--- src/rtl/button_conditioner.sv ---
// button_conditioner: two independent push-button channels, each with a
// 2-flop synchronizer, a RELEASED/HELD debounce FSM and one-cycle press and
// release strobes. The debounced level is asserted while the FSM is in HELD.
// Optional auto-repeat of press_pulse is compiled in when the macro
// BUTTON_AUTOREPEAT_EN is defined; without it, HOLD_CYCLES and REPEAT_CYCLES
// only affect the counter width.
module button_conditioner #(
    parameter int DEBOUNCE_CYCLES = 500000,
    parameter int HOLD_CYCLES     = 25000000,
    parameter int REPEAT_CYCLES   = 5000000
) (
    input  logic       clk,
    input  logic       rst,
    input  logic [1:0] btn_n,
    output logic [1:0] pressed,
    output logic [1:0] press_pulse,
    output logic [1:0] release_pulse
);

    localparam int MAX_DH     = (DEBOUNCE_CYCLES > HOLD_CYCLES) ? DEBOUNCE_CYCLES : HOLD_CYCLES;
    localparam int MAX_CYCLES = (MAX_DH > REPEAT_CYCLES) ? MAX_DH : REPEAT_CYCLES;
    localparam int CW         = $clog2(MAX_CYCLES + 1);

    localparam logic [CW-1:0] DEB_LAST = CW'(DEBOUNCE_CYCLES - 1);
    localparam logic [CW-1:0] CNT_MAX  = '1;
`ifdef BUTTON_AUTOREPEAT_EN
    localparam logic [CW-1:0] HOLD_LAST = CW'(HOLD_CYCLES - 1);
    localparam logic [CW-1:0] REP_LAST  = CW'(REPEAT_CYCLES - 1);
`endif

    typedef enum logic {
        RELEASED = 1'b0,
        HELD     = 1'b1
    } state_t;

    logic [1:0] sync_meta;
    logic [1:0] sync_q;

    // Two-flop synchronizer; resets to the released (high) level so that reset
    // itself never looks like a press.
    always_ff @(posedge clk or negedge rst) begin
        if (!rst) begin
            sync_meta <= 2'b11;
            sync_q    <= 2'b11;
        end else begin
            sync_meta <= btn_n;
            sync_q    <= sync_meta;
        end
    end

    for (genvar ch = 0; ch < 2; ch++) begin : g_chan
        state_t        state_q, state_d;
        logic [CW-1:0] cnt_q, cnt_d, cnt_inc;
        logic          press_q, press_d;
        logic          release_q, release_d;
`ifdef BUTTON_AUTOREPEAT_EN
        logic [CW-1:0] rpt_q, rpt_d, rpt_inc;
        logic          rpt_phase_q, rpt_phase_d;  // 0: waiting HOLD, 1: repeating

        assign rpt_inc = (rpt_q == CNT_MAX) ? rpt_q : rpt_q + CW'(1);
`endif

        assign cnt_inc = (cnt_q == CNT_MAX) ? cnt_q : cnt_q + CW'(1);

        // State, counters and registered strobes for this channel.
        always_ff @(posedge clk or negedge rst) begin
            if (!rst) begin
                state_q     <= RELEASED;
                cnt_q       <= '0;
                press_q     <= 1'b0;
                release_q   <= 1'b0;
`ifdef BUTTON_AUTOREPEAT_EN
                rpt_q       <= '0;
                rpt_phase_q <= 1'b0;
`endif
            end else begin
                state_q     <= state_d;
                cnt_q       <= cnt_d;
                press_q     <= press_d;
                release_q   <= release_d;
`ifdef BUTTON_AUTOREPEAT_EN
                rpt_q       <= rpt_d;
                rpt_phase_q <= rpt_phase_d;
`endif
            end
        end

        // Next state: count consecutive samples that disagree with the current
        // debounced level; the DEBOUNCE_CYCLES-th one flips the level.
        always_comb begin
            state_d     = state_q;
            cnt_d       = '0;
            press_d     = 1'b0;
            release_d   = 1'b0;
`ifdef BUTTON_AUTOREPEAT_EN
            rpt_d       = '0;
            rpt_phase_d = 1'b0;
`endif
            case (state_q)
                RELEASED: begin
                    if (!sync_q[ch]) begin
                        if (cnt_q == DEB_LAST) begin
                            state_d = HELD;
                            press_d = 1'b1;
                        end else begin
                            cnt_d = cnt_inc;
                        end
                    end
                end
                HELD: begin
                    if (sync_q[ch]) begin
                        if (cnt_q == DEB_LAST) begin
                            state_d   = RELEASED;
                            release_d = 1'b1;
                        end else begin
                            cnt_d = cnt_inc;
                        end
                    end else begin
`ifdef BUTTON_AUTOREPEAT_EN
                        // Repeat timer runs only while the button stays down.
                        if (rpt_q == (rpt_phase_q ? REP_LAST : HOLD_LAST)) begin
                            press_d     = 1'b1;
                            rpt_phase_d = 1'b1;
                        end else begin
                            rpt_d       = rpt_inc;
                            rpt_phase_d = rpt_phase_q;
                        end
`endif
                    end
                end
                default: state_d = RELEASED;
            endcase
        end

        assign pressed[ch]       = (state_q == HELD);
        assign press_pulse[ch]   = press_q;
        assign release_pulse[ch] = release_q;
    end

endmodule

--- config.mk ---
export PLATFORM = sky130hd
export DESIGN_NAME = button_conditioner
export DESIGN_NICKNAME = d
export VERILOG_FILES = /design/src/rtl/button_conditioner.sv
export SDC_FILE = /design/constraint.sdc
export NUM_CORES = 1
export LEC_CHECK = 0
export BUFFER_PORTS_ARGS = -buffer_cell sky130_fd_sc_hd__clkbuf_2
export CAP_MARGIN = 20
export CORE_MARGIN = 5
export CORE_UTILIZATION = 40
export CTS_BUF_LIST = sky130_fd_sc_hd__clkbuf_4 sky130_fd_sc_hd__clkbuf_8
export CTS_CLUSTER_SIZE = 12
export DETAILED_ROUTE_END_ITERATION = 7
export PLACE_DENSITY = 0.58
export SYNTH_ARGS = -nofsm -noshare
export SYNTH_HDL_FRONTEND = slang
export SYNTH_SLANG_ARGS = --single-unit
--- constraint.sdc ---
create_clock -name clk -period 2.2 [get_ports clk]
set_input_delay 0.44 -clock clk [delete_from_list [all_inputs] [get_ports clk]]
set_output_delay 0.44 -clock clk [all_outputs]
set_load 0.005 [all_outputs]
==> out/qor.yml, run 1 <==
postCtsResizedCells: 0
grt_max_degree: 61
pwr-share-seq_pct: 49.3
place_congestion: 0.907
p_comb_share_pct: 3.1
cts_tree: "done"
synthAdderAreaFrac_pct: 0.785
final_cell_mix: "56 x dfrtp_1, 49 x nor2_1, 28 x nand2_1, 20 x nor3_1, 20 x nand3_1"
fin_cells: 476
numCtsBuffers: 9
end_kind: "register"
crit_fanout: 7
cp.arrival_ps: 2340
clockBufferDepth: 2
portBuffers: 9
cp_slowest_stage_delay_ps: 530
drcViolationCount: 0
fin_hold_ws_ps: 110
ff2ff_path_depth: 5
diodes: 0
async_reset_ff_share_pct: 100
grt_pass1_wl_mm: 12.3
placed_cells: 461
grt_overflow_total: 0
switchingPower_uw: 479
drive_gt1_share_pct: 18.2
clkSinkCount: 60
areaGrowthSynthToFinish_pct: 15.7
fmax_ghz: 0.483
hold_viol: 0
r2r_end: "g_chan[1].cnt_q[17]$_DFF_PN0_"
dpl_cell_area_um2: 3440
crit_path_start: "g_chan[1].cnt_q[2]$_DFF_PN0_"
synth-seq-cells: 60
clock_skew_ps: 7.17
initial_core_util_pct: 41.3
synth_top_family_by_area: "simple AND/OR/NAND/NOR gates"
syn-cell-area_um2: 3190
swShare_pct: 20.9
cts_htree_levels: 3
clockPowerShare_pct: 47.6
muxShareOfSynthArea_pct: 0.942
grt_pass1_vias: 2614
vias_per_cell: 5.55
endpoint: "g_chan[1].cnt_q[17]$_DFF_PN0_"
rsz0062_at_grt: "no"
synthDistinctLibCells: 45
dieWidth_um: 99.3
fillers: 735
setup_violations: 0
postSynthCellCount: 345
synth_edf_count: 0
status: "complete, no violations"
post_cts_buffers: 0
period_needed_ps: 2070
seq_area_frac_synth_pct: 47.2
critical_path_class: "reg -> reg"
antenna_found_initial: 0
drt-initial-drc-count: 71
drv_slew: 0
die-area_um2: 9860
required_ps: 2470
firstDrtPassIters: 4
crit_top_cell: "or4_4"
max-cap-violations: 0
register_area_um2: 1510
synth_nets: 351
avgSynthCellArea_um2: 9.24
ir_worst_vdd_v: 0.000330
clock_latency_ps: 340
final_common_cell: "dfrtp_1"
finalPower_mw: 2.30
synth-simple-area-share_pct: 32.4
p_int_mw: 1.82
vias: 2643
core-area_um2: 7730
r2r_start: "g_chan[1].cnt_q[2]$_DFF_PN0_"
hold_path.class: "in -> async"
io_pins: 10
finalSetupTns_ps: 0
period_share_pct: 94.2
critPathSlowestCell: "or4_4"
cts.reportedPaths.clkPinSlew_ps: 70
synth-compound-area-share_pct: 7.57
yosysWarnings: 0
cts-root-buf: "clkbuf_8"
hpwl_mm: 4.98
p_leak_nw: 1.44
multiInputGateArea_um2: 1600
synth_xor_area_share_pct: 7.41
powerDensity_nw_per_um2: 623
grt_use_total_pct: 15.3
final_nets: 376
relSlewSlack_pct: 63.8
rows: 32
final_cell_area_um2: 3690
rrSetupSlack_ps: 130
startpoint_type: "register"
die_h_um: 99.3
hold_buffers: 0
ant_nets: 0
crit_chain: "nand3_2, or2_1, or4_4, or4_4, a21oi_2"
wl_per_cell_um: 14.7
synth_ff_type: "dfrtp_1"
worstMarginPinSlew_ps: 537
finalWirelength_mm: 7.01
==> cell usage after synthesis, drive strengths merged, types with 2 or more instances <==
cell	instances	share of area [%]
clkbuf	5	0.90
mux2i	3	0.94
nand4	18	3.7
or3	8	1.6
nor4b	4	1.1
a211oi	3	0.71
and4	4	1.2
ha	2	0.78
dfrtp	56	44
and3	5	1.0
nand2	28	3.3
or4	10	2.7
o31ai	4	0.94
inv	5	0.59
nor3b	2	0.47
o21ai	13	2.0
nand3	21	3.5
nor2	51	6.0
nand3b	3	0.71
a31oi	2	0.39
xnor2	16	4.4
nor4	15	3.3
xor2	11	3.0
a21oi	15	2.5
buf	10	2.1
dfstp	4	3.3
nor3	21	3.5
==> worst max-delay path: cells and delay by family, from the launching register on <==
family           cells  cell delay (ps)
AND/OR/NAND/NOR      4             1430
flip-flops           1              440
AO/OA/AOI/OAI        1              130
==> cell families (layout without fill, tap and decap cells) <==
logic type / count (synthesis) / count (layout)
multiplexers: 3 / 3
XOR/XNOR: 27 / 27
AND/OR/NAND/NOR: 192 / 192
AO/OA/AOI/OAI: 41 / 41
flip-flops: 60 / 60
adder cells (fa/ha/maj): 2 / 2
buffers and inverters: 20 / 49
==> through the flow <==
stage          util [%]  setup WS [ps]
2_1_floorplan         -           95.9
3_3_place_gp       44.5            121
3_5_place_dp       44.5           26.6
4_1_cts            47.4           17.2
5_1_grt            47.7           21.8
6_report           47.7            129
==> power groups by stage <==
stage / Combinational, mW / Sequential, mW / Clock, mW
6_report: 0.0720 / 1.13 / 1.09
5_1_grt: 0.0843 / 1.13 / 1.18
4_1_cts: 0.0753 / 1.13 / 1.14
3_5_place_dp: 0.0750 / 1.15 / 0
3_3_place_gp: 0.0737 / 1.15 / 0
2_1_floorplan: 0.0321 / 1.15 / 0
==> registers in the layout (all words and copies together), names as in the netlist, named ones only <==
name and flops:
sync_q 2, g_chan.cnt_q 50, sync_meta 2, g_chan.press_q 2, g_chan.release_q 2
==> how the worst min path moves through the flow <==
stage               slack (ps)  cells after the start              startpoint                             to
floorplan                  140                      0                     rst                      async pin
global placement           350                      0  sync_meta[1]$_DFF_PN1_            sync_q[1]$_DFF_PN1_
detailed placement         350                      0  sync_meta[1]$_DFF_PN1_            sync_q[1]$_DFF_PN1_
CTS                        110                      2                     rst  g_chan[1].cnt_q[18]$_DFF_PN0_
global route               130                      2                     rst  g_chan[0].release_q$_DFF_PN0_
finish                     110                      2                     rst   g_chan[0].cnt_q[6]$_DFF_PN0_
==> routing by layer <==
layer	GRT usage [%]	vias up	wire (um)
li1	-	1299	-
met1	18.8	1280	3030
met2	25.9	53	3570
met3	4.35	11	312
met4	4.73	0	90
met5	0	-	0
==> layout make-up <==
type | instances | share of cell area [%]
clock buffer | 11 | 3.93
clock inverter | 4 | 2.00
inverter | 5 | 0.509
multi-input combinational | 265 | 43.3
sequential | 60 | 40.8
tap | 102 | 3.46
timing repair buffer | 29 | 5.97
No activity file was read; power rests on OpenSTA's default activity.
==> inputs of run 2 (changes only) <==
--- a/config.mk
+++ b/config.mk
@@ -8,11 +8,11 @@
 export BUFFER_PORTS_ARGS = -buffer_cell sky130_fd_sc_hd__clkbuf_2
 export CAP_MARGIN = 20
 export CORE_MARGIN = 5
-export CORE_UTILIZATION = 40
+export CORE_UTILIZATION = 55
 export CTS_BUF_LIST = sky130_fd_sc_hd__clkbuf_4 sky130_fd_sc_hd__clkbuf_8
 export CTS_CLUSTER_SIZE = 12
 export DETAILED_ROUTE_END_ITERATION = 7
-export PLACE_DENSITY = 0.58
+export PLACE_DENSITY = 0.76
 export SYNTH_ARGS = -nofsm -noshare
 export SYNTH_HDL_FRONTEND = slang
 export SYNTH_SLANG_ARGS = --single-unit
==> out/qor.yml, run 2 (same netlist as run 1, synthesis figures left out) <==
final_cell_mix: "56 x dfrtp_1, 51 x nor2_1, 28 x nand2_1, 20 x nor3_1, 20 x nand3_1"
clock_skew_ps: 12.9
drive_gt1_share_pct: 17.3
post_cts_buffers: 0
largest_register: "g_chan.cnt_q"
grt_use_total_pct: 21.0
critPathSlowestCell: "or4_4"
fin_util_pct: 65.8
wl_per_cell_um: 15.2
cts_tree: "done"
setup_violations: 0
startpoint_type: "register"
clockBufferDepth: 2
grt_pass1_wl_mm: 12.4
dpl_cell_area_um2: 3420
switchingPower_uw: 497
required_ps: 2470
cp_top_family: "simple AND/OR/NAND/NOR gates"
vias: 2663
rows: 27
drcViolationCount: 0
clockPowerShare_pct: 48.5
die_h_um: 86.2
critical_path_class: "reg -> reg"
cp_slowest_stage_delay_ps: 530
fmax_ghz: 0.479
ir_worst_vdd_v: 0.000513
powerDensity_nw_per_um2: 640
final_common_cell: "dfrtp_1"
dieWidth_um: 86.2
finalSetupTns_ps: 0
largest_reg_flops: 50
cts_htree_levels: 3
path_buf_inv: 0
crit_chain: "nand3_2, or2_1, or4_4, or3_2, a21oi_1"
ff2ff_path_depth: 5
io_pins: 10
initial_core_util_pct: 57.2
dpl_worst_slack_ps: 51.2
r2r_start: "g_chan[1].cnt_q[2]$_DFF_PN0_"
r2r_end: "g_chan[1].cnt_q[15]$_DFF_PN0_"
max-cap-violations: 0
placed_cells: 431
grt_pass1_vias: 2719
relSlewSlack_pct: 60.1
hold_viol: 0
fillers: 423
hpwl_mm: 4.69
crit_fanout: 7
p_leak_nw: 1.46
portBuffers: 9
firstDrtPassIters: 5
hold_path.class: "in -> async"
ant_nets: 0
vias_per_cell: 5.96
layout_setup_ws_ps: 111
worstMarginPinSlew_ps: 593
hold_buffers: 0
period_needed_ps: 2090
p_int_mw: 1.85
grt_overflow_total: 0
cts.reportedPaths.clkPinSlew_ps: 70
areaGrowthSynthToFinish_pct: 14.9
fin_cells: 447
swShare_pct: 21.2
final_cell_area_um2: 3670
clkSinkCount: 60
drv_slew: 0
cp.arrival_ps: 2360
die-area_um2: 7420
finalWirelength_mm: 6.78
core-area_um2: 5570
period_share_pct: 94.9
pwr-share-seq_pct: 48.2
grt_max_degree: 44
clock_latency_ps: 350
rrSetupSlack_ps: 110
end_kind: "register"
numCtsBuffers: 9
status: "complete, no violations"
p_comb_share_pct: 3.3
cts-root-buf: "clkbuf_8"
antenna_found_initial: 0
place_congestion: 0.930
final_nets: 376
diodes: 0
drt-initial-drc-count: 171
-- run 2: changes by cell type in the layout (fill, tap and decap cells not counted), sizes merged --
| cell | delta |
|---|---|
| inv | +1 |
-- run 2: worst register-to-register path, stage by stage (launching register included) --
cell and delay [ps]:
dfrtp_1 460, nand3_2 110, or2_1 280, or4_4 540
or3_2 440, a21oi_1 190
-- run 2: layout make-up --
class	instances	area (um^2)	area share [%]
Timing Repair Buffer	29	233	6.35
Sequential cell	60	1510	41.1
Clock buffer	11	151	4.13
Tap cell	72	90.1	2.46
Inverter	5	18.8	0.512
Multi-Input combinational cell	265	1580	43.2
Clock inverter	5	82.6	2.25
-- run 2: what timing repair did --
action	CTS	global route
resized for setup	0	3
endpoints found under the setup margin	0	28
endpoints found under the hold margin	0	0
-- run 2: worst max-delay path by stage --
stage	depth (start not counted)	slack, ps	startpoint	endpoint
after floorplan	7	100	g_chan[0].cnt_q[0]$_DFF_PN0_	g_chan[0].cnt_q[6]$_DFF_PN0_
after global placement	6	120	g_chan[0].cnt_q[0]$_DFF_PN0_	g_chan[0].cnt_q[13]$_DFF_PN0_
after detailed placement	6	50	g_chan[0].cnt_q[0]$_DFF_PN0_	g_chan[0].cnt_q[13]$_DFF_PN0_
after CTS	6	2	g_chan[0].cnt_q[0]$_DFF_PN0_	g_chan[0].cnt_q[15]$_DFF_PN0_
after global routing	5	-3	g_chan[0].cnt_q[12]$_DFF_PN0_	g_chan[0].cnt_q[22]$_DFF_PN0_
final	5	110	g_chan[1].cnt_q[2]$_DFF_PN0_	g_chan[1].cnt_q[15]$_DFF_PN0_
-- run 2: stage by stage --
stage / total power [mW] / hold WS (ps)
2_1_floorplan: 1.18 / 144
3_3_place_gp: 1.23 / 345
3_5_place_dp: 1.23 / 349
4_1_cts: 2.39 / 27.2
5_1_grt: 2.46 / 63.1
6_report: 2.35 / 28.9
-- run 2: power groups by stage --
| stage | combinational, mW | sequential [mW] | clock [mW] |
|---|---|---|---|
| floorplan | 0.0321 | 1.15 | 0 |
| global placement | 0.0770 | 1.15 | 0 |
| finish | 0.0768 | 1.13 | 1.14 |
| CTS | 0.0796 | 1.13 | 1.18 |
| detailed placement | 0.0791 | 1.15 | 0 |
| global route | 0.0913 | 1.13 | 1.24 |
-- run 2: layer usage --
layer / global-route usage (%) / vias to the layer above / wire [um]
li1: - / 1302 / -
met1: 25.5 / 1279 / 2910
met2: 34.2 / 66 / 3430
met3: 6.44 / 16 / 324
met4: 9.21 / 0 / 109
met5: 0 / - / 0
